===== config.mk =====
export PLATFORM = sky130hd
export DESIGN_NAME = core_decode_alu_ctrl
export DESIGN_NICKNAME = d
export VERILOG_FILES = /design/src/rtl/core_decode_alu_ctrl.sv
export SDC_FILE = /design/constraint.sdc
export NUM_CORES = 1
export LEC_CHECK = 0
export CAP_MARGIN = 20
export CORE_MARGIN = 2
export CORE_UTILIZATION = 39
export CTS_CLUSTER_DIAMETER = 120
export CTS_CLUSTER_SIZE = 16
export DETAILED_ROUTE_END_ITERATION = 8
export PLACE_DENSITY = 0.73
export SYNTH_ARGS = -nofsm -noshare
export SYNTH_HDL_FRONTEND = slang
export SYNTH_SLANG_ARGS = --single-unit
export TNS_END_PERCENT = 30

===== constraint.sdc =====
create_clock -name clk_i -period 3.42 [get_ports clk_i]
set_input_delay 0.684 -clock clk_i [delete_from_list [all_inputs] [get_ports clk_i]]
set_output_delay 0.684 -clock clk_i [all_outputs]
set_load 0.02 [all_outputs]

===== src/rtl/core_decode_alu_ctrl.sv =====
// RV32I decode stage: registers the ALU control bundle for one instruction
// behind a valid/ready handshake, with flush for redirects.
// ALU op codes: ADD=0 SUB=1 SLL=2 SLT=3 SLTU=4 XOR=5 SRL=6 SRA=7 OR=8 AND=9.
module core_decode_alu_ctrl #(
   parameter int DATA_WIDTH = 32
) (
   input  logic                  clk_i,
   input  logic                  rst_i,
   input  logic                  flush_i,
   input  logic                  in_valid_i,
   output logic                  in_ready_o,
   input  logic [31:0]           instr_i,
   input  logic [DATA_WIDTH-1:0] pc_i,
   output logic                  out_valid_o,
   input  logic                  out_ready_i,
   output logic [3:0]            alu_op_o,
   output logic [1:0]            s1_sel_o,
   output logic                  s2_sel_o,
   output logic [DATA_WIDTH-1:0] imm_o,
   output logic [4:0]            rs1_o,
   output logic [4:0]            rs2_o,
   output logic [4:0]            rd_o,
   output logic                  reg_write_o,
   output logic                  mem_rd_o,
   output logic                  mem_wr_o,
   output logic                  branch_o,
   output logic                  jump_o,
   output logic [1:0]            br_cond_o,
   output logic                  illegal_o,
   output logic [DATA_WIDTH-1:0] pc_o
);

   localparam logic [3:0] ALU_OP_ADD  = 4'd0;
   localparam logic [3:0] ALU_OP_SUB  = 4'd1;
   localparam logic [3:0] ALU_OP_SLL  = 4'd2;
   localparam logic [3:0] ALU_OP_SLT  = 4'd3;
   localparam logic [3:0] ALU_OP_SLTU = 4'd4;
   localparam logic [3:0] ALU_OP_XOR  = 4'd5;
   localparam logic [3:0] ALU_OP_SRL  = 4'd6;
   localparam logic [3:0] ALU_OP_SRA  = 4'd7;
   localparam logic [3:0] ALU_OP_OR   = 4'd8;
   localparam logic [3:0] ALU_OP_AND  = 4'd9;

   localparam logic [6:0] OPC_OP     = 7'b0110011;
   localparam logic [6:0] OPC_OP_IMM = 7'b0010011;
   localparam logic [6:0] OPC_LUI    = 7'b0110111;
   localparam logic [6:0] OPC_AUIPC  = 7'b0010111;
   localparam logic [6:0] OPC_LOAD   = 7'b0000011;
   localparam logic [6:0] OPC_STORE  = 7'b0100011;
   localparam logic [6:0] OPC_BRANCH = 7'b1100011;
   localparam logic [6:0] OPC_JAL    = 7'b1101111;
   localparam logic [6:0] OPC_JALR   = 7'b1100111;

   typedef struct packed {
      logic [3:0]            alu_op;
      logic [1:0]            s1_sel;
      logic                  s2_sel;
      logic [DATA_WIDTH-1:0] imm;
      logic [4:0]            rs1;
      logic [4:0]            rs2;
      logic [4:0]            rd;
      logic                  reg_write;
      logic                  mem_rd;
      logic                  mem_wr;
      logic                  branch;
      logic                  jump;
      logic [1:0]            br_cond;
      logic                  illegal;
      logic [DATA_WIDTH-1:0] pc;
   } ctrl_t;

   logic [6:0] opcode;
   logic [2:0] funct3;
   logic [6:0] funct7;
   logic [3:0] f3_alu_op;
   logic       valid_reg;
   ctrl_t      dec_next;
   ctrl_t      ctrl_reg;

   assign opcode = instr_i[6:0];
   assign funct3 = instr_i[14:12];
   assign funct7 = instr_i[31:25];

   assign in_ready_o = !valid_reg || out_ready_i;

   // Base ALU op selected by funct3 for register and immediate arithmetic
   always_comb begin
      f3_alu_op = ALU_OP_ADD;
      case (funct3)
         3'b000:  f3_alu_op = ALU_OP_ADD;
         3'b001:  f3_alu_op = ALU_OP_SLL;
         3'b010:  f3_alu_op = ALU_OP_SLT;
         3'b011:  f3_alu_op = ALU_OP_SLTU;
         3'b100:  f3_alu_op = ALU_OP_XOR;
         3'b101:  f3_alu_op = ALU_OP_SRL;
         3'b110:  f3_alu_op = ALU_OP_OR;
         default: f3_alu_op = ALU_OP_AND;
      endcase
   end

   // Full instruction decode into the next control bundle
   always_comb begin
      dec_next        = '0;
      dec_next.alu_op = ALU_OP_ADD;
      dec_next.rs1    = instr_i[19:15];
      dec_next.rs2    = instr_i[24:20];
      dec_next.rd     = instr_i[11:7];
      dec_next.pc     = pc_i;
      case (opcode)
         OPC_OP: begin
            dec_next.reg_write = 1'b1;
            dec_next.alu_op    = f3_alu_op;
            if (funct7 == 7'h20) begin
               if (funct3 == 3'b000)      dec_next.alu_op  = ALU_OP_SUB;
               else if (funct3 == 3'b101) dec_next.alu_op  = ALU_OP_SRA;
               else                       dec_next.illegal = 1'b1;
            end else if (funct7 != 7'h00) begin
               dec_next.illegal = 1'b1;
            end
         end
         OPC_OP_IMM: begin
            dec_next.reg_write = 1'b1;
            dec_next.s2_sel    = 1'b1;
            dec_next.alu_op    = f3_alu_op;
            if (funct3 == 3'b001 || funct3 == 3'b101) begin
               // shifts carry only the shift amount, upper bits select SRA
               dec_next.imm = {{(DATA_WIDTH-5){1'b0}}, instr_i[24:20]};
               if (funct3 == 3'b101 && funct7 == 7'h20) dec_next.alu_op  = ALU_OP_SRA;
               else if (funct7 != 7'h00)                dec_next.illegal = 1'b1;
            end else begin
               dec_next.imm = {{(DATA_WIDTH-12){instr_i[31]}}, instr_i[31:20]};
            end
         end
         OPC_LUI, OPC_AUIPC: begin
            dec_next.reg_write = 1'b1;
            dec_next.s1_sel    = (opcode == OPC_LUI) ? 2'b10 : 2'b01;
            dec_next.s2_sel    = 1'b1;
            dec_next.imm       = {instr_i[31:12], 12'b0};
         end
         OPC_LOAD: begin
            dec_next.reg_write = 1'b1;
            dec_next.mem_rd    = 1'b1;
            dec_next.s2_sel    = 1'b1;
            dec_next.imm       = {{(DATA_WIDTH-12){instr_i[31]}}, instr_i[31:20]};
         end
         OPC_STORE: begin
            dec_next.mem_wr = 1'b1;
            dec_next.s2_sel = 1'b1;
            dec_next.imm    = {{(DATA_WIDTH-12){instr_i[31]}}, instr_i[31:25], instr_i[11:7]};
         end
         OPC_BRANCH: begin
            dec_next.branch = 1'b1;
            dec_next.imm    = {{(DATA_WIDTH-13){instr_i[31]}}, instr_i[31], instr_i[7],
                               instr_i[30:25], instr_i[11:8], 1'b0};
            case (funct3)
               3'b000, 3'b001: begin
                  dec_next.alu_op  = ALU_OP_SUB;
                  dec_next.br_cond = {1'b0, funct3[0]};
               end
               3'b100, 3'b101: begin
                  dec_next.alu_op  = ALU_OP_SLT;
                  dec_next.br_cond = {1'b1, funct3[0]};
               end
               3'b110, 3'b111: begin
                  dec_next.alu_op  = ALU_OP_SLTU;
                  dec_next.br_cond = {1'b1, funct3[0]};
               end
               default: dec_next.illegal = 1'b1;
            endcase
         end
         OPC_JAL: begin
            dec_next.reg_write = 1'b1;
            dec_next.jump      = 1'b1;
            dec_next.s1_sel    = 2'b01;
            dec_next.s2_sel    = 1'b1;
            dec_next.imm       = {{(DATA_WIDTH-21){instr_i[31]}}, instr_i[31], instr_i[19:12],
                                  instr_i[20], instr_i[30:21], 1'b0};
         end
         OPC_JALR: begin
            dec_next.reg_write = 1'b1;
            dec_next.jump      = 1'b1;
            dec_next.s2_sel    = 1'b1;
            dec_next.imm       = {{(DATA_WIDTH-12){instr_i[31]}}, instr_i[31:20]};
            if (funct3 != 3'b000) dec_next.illegal = 1'b1;
         end
         default: dec_next.illegal = 1'b1;
      endcase
      // a trapping instruction must have no architectural side effects
      if (dec_next.illegal) begin
         dec_next.reg_write = 1'b0;
         dec_next.mem_rd    = 1'b0;
         dec_next.mem_wr    = 1'b0;
         dec_next.branch    = 1'b0;
         dec_next.jump      = 1'b0;
      end
      if (dec_next.rd == 5'd0) dec_next.reg_write = 1'b0;
   end

   // Output pipeline register: flush first, then load, then drain
   always_ff @(posedge clk_i or posedge rst_i) begin
      if (rst_i) begin
         valid_reg <= 1'b0;
         ctrl_reg  <= '0;
      end else if (flush_i) begin
         valid_reg <= 1'b0;
      end else if (in_valid_i && in_ready_o) begin
         valid_reg <= 1'b1;
         ctrl_reg  <= dec_next;
      end else if (out_ready_i) begin
         valid_reg <= 1'b0;
      end
   end

   assign out_valid_o = valid_reg;
   assign alu_op_o    = ctrl_reg.alu_op;
   assign s1_sel_o    = ctrl_reg.s1_sel;
   assign s2_sel_o    = ctrl_reg.s2_sel;
   assign imm_o       = ctrl_reg.imm;
   assign rs1_o       = ctrl_reg.rs1;
   assign rs2_o       = ctrl_reg.rs2;
   assign rd_o        = ctrl_reg.rd;
   assign reg_write_o = ctrl_reg.reg_write;
   assign mem_rd_o    = ctrl_reg.mem_rd;
   assign mem_wr_o    = ctrl_reg.mem_wr;
   assign branch_o    = ctrl_reg.branch;
   assign jump_o      = ctrl_reg.jump;
   assign br_cond_o   = ctrl_reg.br_cond;
   assign illegal_o   = ctrl_reg.illegal;
   assign pc_o        = ctrl_reg.pc;

endmodule

# Word-level counts from Yosys, hierarchy flattened
# Cells that the tools add are included.
[word_totals]
inputBits = 69
elab_cells = 90
register_bits = 95
[classes]
reduce_logical = 22
bitwise = 1
n_eq_ne = 17
muxes = 34
[ops]
columns = ["cell", "count"]
rows = [
  ["$pmux W32 S6", 1],
  ["$mux W32", 1],
  ["$eq A7 B6 Y1 const B", 4],
  ["$pmux W4 S7", 1],
  ["$eq A7 B7 Y1 const B", 3],
  ["$mux W4", 5],
  ["$mux W1", 18],
  ["$eq A7 B5 Y1 const B", 2],
  ["$reduce_or A7 Y1", 2],
  ["$eq A3 B3 Y1 const B", 4],
  ["$pmux W4 S3", 1],
  ["$reduce_or A2 Y1", 6],
  ["$pmux W3 S3", 1],
  ["$pmux W2 S2", 2],
  ["$eq A7 B2 Y1 const B", 1],
  ["$reduce_bool A7 Y1", 1],
  ["$eq A3 B2 Y1 const B", 2],
  ["$reduce_bool A3 Y1", 2],
  ["$reduce_or A6 Y1", 1],
  ["$logic_not A5 Y1", 1],
  ["$mux W5", 1],
  ["$pmux W1 S5", 1],
  ["$reduce_or A5 Y1", 1],
  ["$mux W2", 2],
  ["other kinds (8)", 10],
]

# Longest topological paths before layout
# Gate-level depths: netlist of run 1.
[logic_depth]
ltp_word = 7
ltp_mapped = 7
depth_no_buf = 5

# Least setup slack after synthesis of run 1
# Ideal clock, no wire load.
[synth_timing]
path_type = "in2reg"
startpoint = "input port out_ready_i"
endpoint = "register ctrl_reg, in the netlist pc_o[0]"
n_path_buf = 2
required_time_ns = 3.295
stages = 5
arrival_ns = 1.916
path_slack_ns = 1.379
cell_sequence = "nand2b_1 -> nand3b_1 -> clkbuf_1 -> buf_2 -> mux2_2"
[synth_via]
elab_chain_len = 3
[synth_lines]
columns = ["item", "line_no", "source"]
rows = [
  ["start, declared", "15", "input logic out_ready_i,"],
  ["$logic_or A1 B1 Y1", "84", "assign in_ready_o = !valid_reg || out_ready_i;"],
  ["$logic_and A1 B1 Y1", "206", "end else if (in_valid_i && in_ready_o) begin"],
  ["$reduce_and A2 Y1 (no line)", "--", ""],
  ["end signal, assigned", "208", "ctrl_reg <= dec_next;"],
  ["end, declared", "78", "ctrl_t ctrl_reg;"],
]
# No other way between the ends.
# A chain may end at the register's enable or synchronous reset.

# Worst setup path in the final report of run 1
[layout_timing]
startpoint = "input port out_ready_i"
endpoint = "output port in_ready_o"
[layout_via]
elab_chain_len = 1
[layout_lines]
columns = ["item", "line_no", "source"]
rows = [
  ["$logic_or A1 B1 Y1", "84", ""],
  ["end, declared", "11", "output logic in_ready_o,"],
]
# No other way between the ends.

==> metrics.cfg, run 1 <==
[status]
outcome=complete, no violations

[critical_path]
slowest_stage=clkdlybuf4s50_1
crit_top_cell=clkdlybuf4s50_1
crit_fanout=3
startpoint=out_ready_i
cp_top_family=buffers and inverters
cp-start-kind=input pin
slowest_delay_ns=0.62
worstPathCellList=clkdlybuf4s50_1 -> nand2b_1 -> clkdlybuf4s50_1
required_ns=2.74
worstSetupPathType=in -> out
path_buf_inv=2
cp-end-kind=output pin
worstPathArrival_ns=1.88
r2r_start=out_valid_o

[timing]
fin_crit_sh=0.751
rsz0062_at_grt=no
fin_setup_tns_ns=0
period_needed_ns=2.57
hold_viol=0
fmax_mhz=389
setup_slack_ns=0.851
slew_viol_final=0
slew_headroom=0.554
worst_pin_slew_ns=0.668
setup_viol=0
clock_skew_ns=0.0164

[logic_synthesis]
synth_top_area_cell=dfrtp_1
ys_types=51
yosys_warnings=0
yosys.area.top_type_share=0.562
ys_seq_area_frac=0.562
syn_inst=363
synth-main-ff-cell=dfrtp_1
yosys_register_bits=95
synth_edf_count=0
synth_area_um2=4230
synth_area_leaders=dfrtp_1 56%, mux2_2 13%, nand2_1 3.8%
syn_area_per_cell_um2=11.7
async_flop_share=1.00
synth_fp_nets=432

[global_routing]
grt-ovfl-total=0
track_usage=0.207
grt_pass1_wl_um=18500
grt_pass1_vias=3490
antenna_found_initial=0
grt_max_degree=67

[drt]
dr.pass1.iters=5
post_drt_wl_per_cell_um=17.9
final_antenna_net_count=0
drt-initial-drc-count=166
routed_wl_um=11900
vias=3479
via_per_inst=5.24
drc=0

[pwr]
power.density_nw_per_um2=435
p_leak_uw=0.00253
peakVddDrop_v=0.000204

[floorplan]
dieArea_um2=11700
rows=38
die_y_um=108
placeableCoreArea_um2=10700
die-width_um=108
initial_core_util=0.395
ioPinCount=165

[place]
place_congestion=0.907
port_buffers=164
place_ws_ns=0.544
dp_hpwl_um=8880

[finish]
syn_to_final_growth_pct=46.2
num-nets-final=588
drive_gt1_frac=0.149
num_antenna_cells=0

[cts]
cts_resized=0
cts_buffer_depth=2
cts_tree=built
clkLatencyLatePin_ns=0.37
post_cts_buffers=0
holdBufCountCts=0
htree_num_levels=3
clockRootBuffer=clkbuf_8
clk_pin_slew_ns=0.09
clock_sinks=95
numCtsBuffers=9

[worst_hold_path]
hp-class=reg -> reg
worstHoldStart=mem_rd_o

[flow_run]
cap_violations=0

## layout by cell type (no fill, tap or decap), types with 7 or more instances in the layout
cell type	Yosys	final
clkdlybuf4s50_1	0	164
dfrtp_1	95	95
mux2_2	47	47
nand2_1	43	43
o21ai_1	21	21
nor2_1	16	16
a21oi_1	15	15
a22o_1	13	13
a2bb2oi_1	10	10
clkbuf_8	0	10
o21ai_0	9	9
nand2b_1	7	7
## power breakdown
part	internal [uW]	switching (uW)	total [uW]
logic	343	313	656
clock network	366	401	767
registers	1220	47.8	1270
## registers in the layout, summed over array words and instances, names as in the netlist
| register | cells |
|---|---|
| imm_o | 32 |
| pc_o | 32 |
| rd_o | 5 |
| rs1_o | 5 |
| rs2_o | 5 |
| alu_op_o | 4 |
| br_cond_o | 2 |
| s1_sel_o | 2 |
| branch_o | 1 |
| illegal_o | 1 |
| jump_o | 1 |
| mem_rd_o | 1 |
| mem_wr_o | 1 |
| out_valid_o | 1 |
| reg_write_o | 1 |
| s2_sel_o | 1 |
## cell type report
cell class / count / area, um^2
repair buffers: 169 / 1700
fillers: 920 / 4510
flip-flops and latches: 95 / 2380
inverters: 7 / 28.8
well taps: 140 / 175
clock inverters: 5 / 63.8
clock buffers: 11 / 141
multi-input cells: 237 / 1700
## cells by family (layout without fill, tap and decap cells)
group                     after synthesis  after routing  synth area share
AOI/OAI and AO/OA                      98             98             0.162
xor gates and xnor gates                1              1           0.00207
buffers and inverters                  31            192            0.0373
DFF                                    95             95             0.562
muxes                                  47             47             0.125
and+or+nand+nor                        91             91             0.112
## cell usage after synthesis, types with 3 or more instances
library cell,n
dfrtp_1,95
mux2_2,47
inv_1,6
nand2_1,43
o21ai_1,21
a32o_1,3
a2bb2oi_1,10
o21ai_0,9
nand3b_1,4
a22o_1,13
a31oi_1,4
buf_2,15
nor2_1,16
nand2b_1,7
a22oi_1,5
o31ai_1,3
a21oi_1,15
clkbuf_1,5
## tightest hold or removal path: cells and delay by family, from the launching register on
family,cells,cell delay [ns]
AOI/OAI and AO/OA,1,0.05
DFF,1,0.35
and+or+nand+nor,1,0.05
## per-stage QoR
| step | total power (uW) | cells | hold WS [ns] | area (um^2) | utilization |
|---|---|---|---|---|---|
| after CTS | 2720 | 664 | 0.488 | 6190 | 0.578 |
| after detailed placement | 1960 | 648 | 0.466 | 5980 | 0.559 |
| final | 2690 | 664 | 0.485 | 6190 | 0.578 |
| after global routing | 2830 | 664 | 0.521 | 6190 | 0.578 |
| after floorplan | 1600 | 363 | 0.579 | 4230 | - |
| after global placement | 1940 | 648 | 0.466 | 5980 | 0.559 |
## path summary, 6_finish.rpt
kind                         endpoint  cells past startpoint  slack, ns
setup / recovery           in_ready_o                      3       0.85
hold / removal               mem_rd_o                      2       0.48
setup reg to reg             imm_o[9]                      5       1.54
hold reg to reg              mem_rd_o                      2       0.48
max in group asynchronous    imm_o[0]                      3       1.97
min in group asynchronous    pc_o[14]                      2       0.76
## layer usage
metal | vias up | GRT usage | share of wire
li1 | 1617 | - | -
met3 | 21 | 0.0506 | 0.064
met4 | 0 | 0.0797 | 0.027
met5 | - | 0 | 0
met2 | 138 | 0.334 | 0.49
met1 | 1703 | 0.270 | 0.42
(Power assumes the default switching activity.)
==> inputs of run 2 (changes only) <==
clock period = 2.5 ns   (was 3.42 ns; I/O delays follow)
==> run 2 against run 1 <==
Routed wire length rose by 0.37%. Worst setup slack worse by 0.55 ns. Clock power increased by 36%. Core utilization up 1.5 points. Sequential cell count unchanged. Clock-buffer cell count decreased by 1. Non-clock buffer count is 17 higher. Global-route usage up 0.37 points. Sequential power is 37% higher. Clock skew is 0.010 ns lower. Via count increased by 2.3%. Register-to-register slack got worse by 0.61 ns. Highest routed layer unchanged.
==> metrics.cfg, run 2 (synthesis results as in run 1) <==
[worst_hold_path]
hp-class=reg -> reg
min_path_cells=2  ; unchanged
min_to=s1_sel_o[0]
worstHoldStart=s1_sel_o[0]

[cts]
clkLatencyLatePin_ns=0.36  ; about the same
numCtsBuffers=9  ; unchanged
clock_sinks=95  ; unchanged
cts_tree=built
clockRootBuffer=clkbuf_8
cts_buffer_depth=2  ; unchanged
clk_pin_slew_ns=0.09  ; about the same
htree_num_levels=3  ; unchanged
holdBufCountCts=0  ; unchanged
cts_resized=0  ; unchanged
post_cts_buffers=0  ; unchanged

[critical_path]
path_buf_inv=2  ; unchanged
r2r_start=out_valid_o
cp_top_family=buffers and inverters
cp-start-kind=input pin
crit_fanout=3  ; unchanged
ff2ff_path_depth=5  ; unchanged
crit_top_cell=clkdlybuf4s50_1
required_ns=2.00  ; -0.74 ns
worstSetupPathType=in -> out
slowest_delay_ns=0.62  ; about the same
worstPathCellList=clkdlybuf4s50_1 -> nand2b_1 -> clkdlybuf4s50_1
cp-end-kind=output pin
timing.rr.end=br_cond_o[0]
r2r_setup_slack_ns=0.93  ; -0.61 ns
slowest_stage=clkdlybuf4s50_1
worstPathArrival_ns=1.70  ; -0.18 ns

[timing]
setup_viol=0  ; unchanged
clock_skew_ns=0.00606  ; -0.0104 ns
rsz0062_at_grt=no
slew_viol_final=0  ; unchanged
setup_slack_ns=0.302  ; -0.550 ns
slew_headroom=0.741  ; +0.187
fmax_mhz=455
worst_pin_slew_ns=0.386  ; -0.282 ns
fin_setup_tns_ns=0  ; unchanged
hold_viol=0  ; unchanged
fin_crit_sh=0.879
timing.hold.ws_ns=0.491  ; +0.00677 ns
period_needed_ns=2.20

[drt]
drc=0  ; unchanged
via_per_inst=5.22  ; -0.28%
drt-initial-drc-count=148  ; -11%
final_antenna_net_count=0  ; unchanged
vias=3558  ; +2.3%
routed_wl_um=11900  ; +0.37%
dr.pass1.iters=4  ; -1
post_drt_wl_per_cell_um=17.5  ; -2.1%

[global_routing]
grt_pass1_vias=3716  ; +6.5%
track_usage=0.210  ; +0.00366
grt_util_met3=0.0386  ; -0.0121
met1_usage=0.258  ; -0.0115
grt_max_degree=58  ; -13%
grt.busiest_layer=met2
gr-usage-met2=0.367  ; +0.0337
antenna_found_initial=0  ; unchanged
grt-ovfl-total=0  ; unchanged
grt_pass1_wl_um=19000  ; +2.9%

[place]
place_ws_ns=0.132  ; -0.412 ns
placed_cell_area_um2=6150  ; +2.8%
port_buffers=164  ; unchanged
place_congestion=0.902  ; -0.57%
dp_hpwl_um=9080  ; +2.2%

[finish]
layout_commonest_cell=clkdlybuf4s50_1
finalInstanceArea_um2=6350  ; +2.6%
final_cell_mix=164 x clkdlybuf4s50_1, 95 x dfrtp_1, 47 x mux2_2, 43 x nand2_1, 21 x o21ai_1
drive_gt1_frac=0.176  ; +0.0267
num-nets-final=605  ; +2.9%
syn_to_final_growth_pct=50.1
num_antenna_cells=0  ; unchanged

[flow_run]
cap_violations=0  ; unchanged

[floorplan]
die-width_um=108  ; unchanged
ioPinCount=165  ; unchanged
rows=38  ; unchanged
placeableCoreArea_um2=10700  ; unchanged
die_y_um=108  ; unchanged
initial_core_util=0.395  ; unchanged
dieArea_um2=11700  ; unchanged

[status]
outcome=complete, no violations

[pwr]
finalPower_uw=3700  ; +38%
peakVddDrop_v=0.000264  ; +29%
p_leak_uw=0.00262  ; +3.3%
power.density_nw_per_um2=583  ; +34%

[run 2: cell types whose count changed in the layout (fill, tap and decap cells not counted), sizes merged]
| cell | delta |
|---|---|
| buf | +17 |
| clkinvlp | +3 |
| clkinv | -2 |
| clkbuf | -1 |
[run 2: worst max-delay path by stage]
stage / end / start / depth (start not counted) / slack [ns]
6_report: in_ready_o / out_ready_i / 3 / 0.30
5_1_grt: in_ready_o / out_ready_i / 3 / 0.27
4_1_cts: in_ready_o / out_ready_i / 3 / 0.29
3_5_place_dp: branch_o / instr_i[0] / 6 / 0.13
3_3_place_gp: imm_o[16] / instr_i[1] / 7 / 0.20
2_1_floorplan: pc_o[0] / out_ready_i / 5 / 0.64
[run 2: worst register-to-register path: stages, from the launching register on]
cell	delay, ns
dfrtp_1	0.39
nand2b_1	0.11
nand3b_1	0.16
buf_4	0.21
buf_12	0.17
o41ai_1	0.42
[run 2: cell type report]
cell class              count  area [um^2]
flip-flops and latches     95         2380
inverters                   7         30.0
repair buffers            186         1870
clock inverters             6         73.8
fillers                   895         4350
clock buffers              10          128
multi-input cells         237         1700
well taps                 140          175
[run 2: stage by stage]
step,util,instances
2_1_floorplan,-,363
3_3_place_gp,0.575,665
3_5_place_dp,0.575,665
4_1_cts,0.593,681
5_1_grt,0.593,681
6_report,0.593,681
[run 2: power by group]
part	switching, uW	leakage (uW)	total (uW)	internal (uW)
registers	67.7	0.00122	1740	1670
logic	432	0.00131	921	489
clock network	565	0.0000954	1040	478
[run 2: routing by layer]
metal / routed length [um] / part of all wire
met4: 259 / 0.022
met5: 0 / 0
met1: 4790 / 0.40
met3: 754 / 0.063
met2: 6120 / 0.51
==> inputs of run 3 (changes only) <==
PLACE_DENSITY = 0.75   (was 0.73)
==> run 3 against run 2 <==
Fmax about the same. Global-route usage decreased by 0.77 points. Largest power group unchanged. Clock-buffer cell count increased by 2. Die area unchanged. Core utilization decreased by 0.35 points. Routed wire length decreased by 3.7%. Highest routed layer unchanged. Clock skew decreased by 0.0012 ns.
==> metrics.cfg, run 3 (synthesis results as in run 1) <==
[critical_path]
worstSetupPathType=in -> out
cp-end-kind=output pin
path_buf_inv=2  ; unchanged
crit_top_cell=clkdlybuf4s50_1
required_ns=2.00  ; about the same
worstPathCellList=clkdlybuf4s50_1 -> nand2b_1 -> clkdlybuf4s50_1
slowest_delay_ns=0.62  ; about the same
cp_top_family=buffers and inverters
cp-start-kind=input pin
worstPathArrival_ns=1.70  ; about the same
cp.depth=3  ; unchanged
crit_fanout=3  ; unchanged
ff2ff_path_depth=6  ; +1
slowest_stage=clkdlybuf4s50_1

[cts]
cts_tree=built
clockRootBuffer=clkbuf_8
cts_buffer_depth=2  ; unchanged
post_cts_buffers=0  ; unchanged
numCtsBuffers=9  ; unchanged
clock_sinks=95  ; unchanged
cts_resized=0  ; unchanged
clkLatencyLatePin_ns=0.36  ; about the same
clk_pin_slew_ns=0.09  ; about the same
htree_num_levels=3  ; unchanged
holdBufCountCts=0  ; unchanged

[finish]
final_cell_mix=164 x clkdlybuf4s50_1, 95 x dfrtp_1, 47 x mux2_2, 43 x nand2_1, 21 x o21ai_1
num_antenna_cells=0  ; unchanged
num-nets-final=601  ; -0.66%
syn_to_final_growth_pct=49.2
drive_gt1_frac=0.169  ; -0.00614
instances_no_fill=677  ; -0.59%
layout_commonest_cell=clkdlybuf4s50_1
fillers=909  ; +1.6%

[timing]
setup_slack_ns=0.300  ; -0.00214 ns
setup_viol=0  ; unchanged
period_needed_ns=2.20  ; +0.00214 ns
fin_setup_tns_ns=0  ; unchanged
slew_viol_final=0  ; unchanged
fmax_mhz=454  ; about the same
clock_skew_ns=0.00483  ; -0.00123 ns
fin_crit_sh=0.880  ; about the same
slew_headroom=0.678  ; -0.0630
hold_viol=0  ; unchanged
rsz0062_at_grt=no
worst_pin_slew_ns=0.482  ; +0.0959 ns

[place]
port_buffers=164  ; unchanged
dp_cells=661  ; -0.60%
place_congestion=0.927  ; +2.8%
dp_hpwl_um=8570  ; -5.6%
place_ws_ns=0.100  ; -0.0318 ns

[drt]
final_antenna_net_count=0  ; unchanged
routed_wl_um=11500  ; -3.7%
wl_met2_um=5680  ; -7.3%
post_drt_wl_per_cell_um=17.0  ; -3.1%
top_layer=met4
drc=0  ; unchanged
via_per_inst=5.23  ; about the same
vias=3539  ; -0.53%
met3_length_um=585  ; -22%
dr.pass1.iters=4  ; unchanged
met1_length_um=4930  ; +2.8%
drt-initial-drc-count=213  ; +44%

[worst_hold_path]
min_path_cells=2  ; unchanged
hp-class=reg -> reg

[status]
outcome=complete, no violations

[floorplan]
initial_core_util=0.395  ; unchanged
die_y_um=108  ; unchanged
ioPinCount=165  ; unchanged
dieArea_um2=11700  ; unchanged
die-width_um=108  ; unchanged
placeableCoreArea_um2=10700  ; unchanged
rows=38  ; unchanged

[global_routing]
grt_pass1_vias=3575  ; -3.8%
grt_max_degree=96  ; +66%
grt_pass1_wl_um=18200  ; -4.0%
track_usage=0.203  ; -0.00767
grt-ovfl-total=0  ; unchanged
antenna_found_initial=0  ; unchanged

[pwr]
p_leak_uw=0.00260  ; -0.67%
peakVddDrop_v=0.000305  ; +16%
power.density_nw_per_um2=586  ; +0.50%

[flow_run]
cap_violations=0  ; unchanged

## run 3: cell count changes in the layout (fill, tap and decap cells not counted)
cell        before  now
inv_8            1    0
buf_12           5    4
clkinvlp_4       3    2
buf_4           17   14
inv_6            2    1
clkbuf_8         9   11
clkinv_2         0    1
## run 3: metal layers
| layer | GRT usage | vias up |
|---|---|---|
| li1 | - | 1650 |
| met3 | 0.0277 | 22 |
| met5 | 0 | - |
| met4 | 0.0998 | 0 |
| met1 | 0.259 | 1744 |
| met2 | 0.340 | 123 |
## run 3: layout make-up
class,instances,area [um^2],share of cell area
well taps,140,175,0.0278
clock inverters,4,51.3,0.00813
inverters,7,30.0,0.00476
multi-input cells,237,1700,0.269
flip-flops and latches,95,2380,0.377
repair buffers,182,1830,0.289
clock buffers,12,155,0.0246
## run 3: worst register-to-register path: stages, from the launching register on
cell	delay, ns
dfrtp_1	0.39
nand2b_1	0.11
nand3b_1	0.16
buf_4	0.21
a21oi_1	0.15
nor4b_4	0.32
a32o_1	0.23
## run 3: path summary, 6_finish.rpt
kind                             start           to  slack, ns
max                        out_ready_i   in_ready_o       0.30
min                          imm_o[26]    imm_o[26]       0.49
max reg2reg                out_valid_o  reg_write_o       0.87
min reg2reg                  imm_o[26]    imm_o[26]       0.49
max in group asynchronous        rst_i    imm_o[28]       1.51
min in group asynchronous        rst_i      rd_o[3]       0.64
## run 3: report_power, final
group,internal (uW),switching [uW]
Clock,520,529
Sequential,1670,66.3
Combinational,484,429
Total,2680,1020
## run 3: per-stage QoR
step | util | cell area, um^2 | power [uW] | hold slack, ns
6_report | 0.590 | 6310 | 3700 | 0.490
5_1_grt | 0.590 | 6310 | 3860 | 0.516
4_1_cts | 0.590 | 6310 | 3750 | 0.496
3_5_place_dp | 0.571 | 6100 | 2690 | 0.473
3_3_place_gp | 0.571 | 6100 | 2670 | 0.467
2_1_floorplan | - | 4230 | 2200 | 0.563
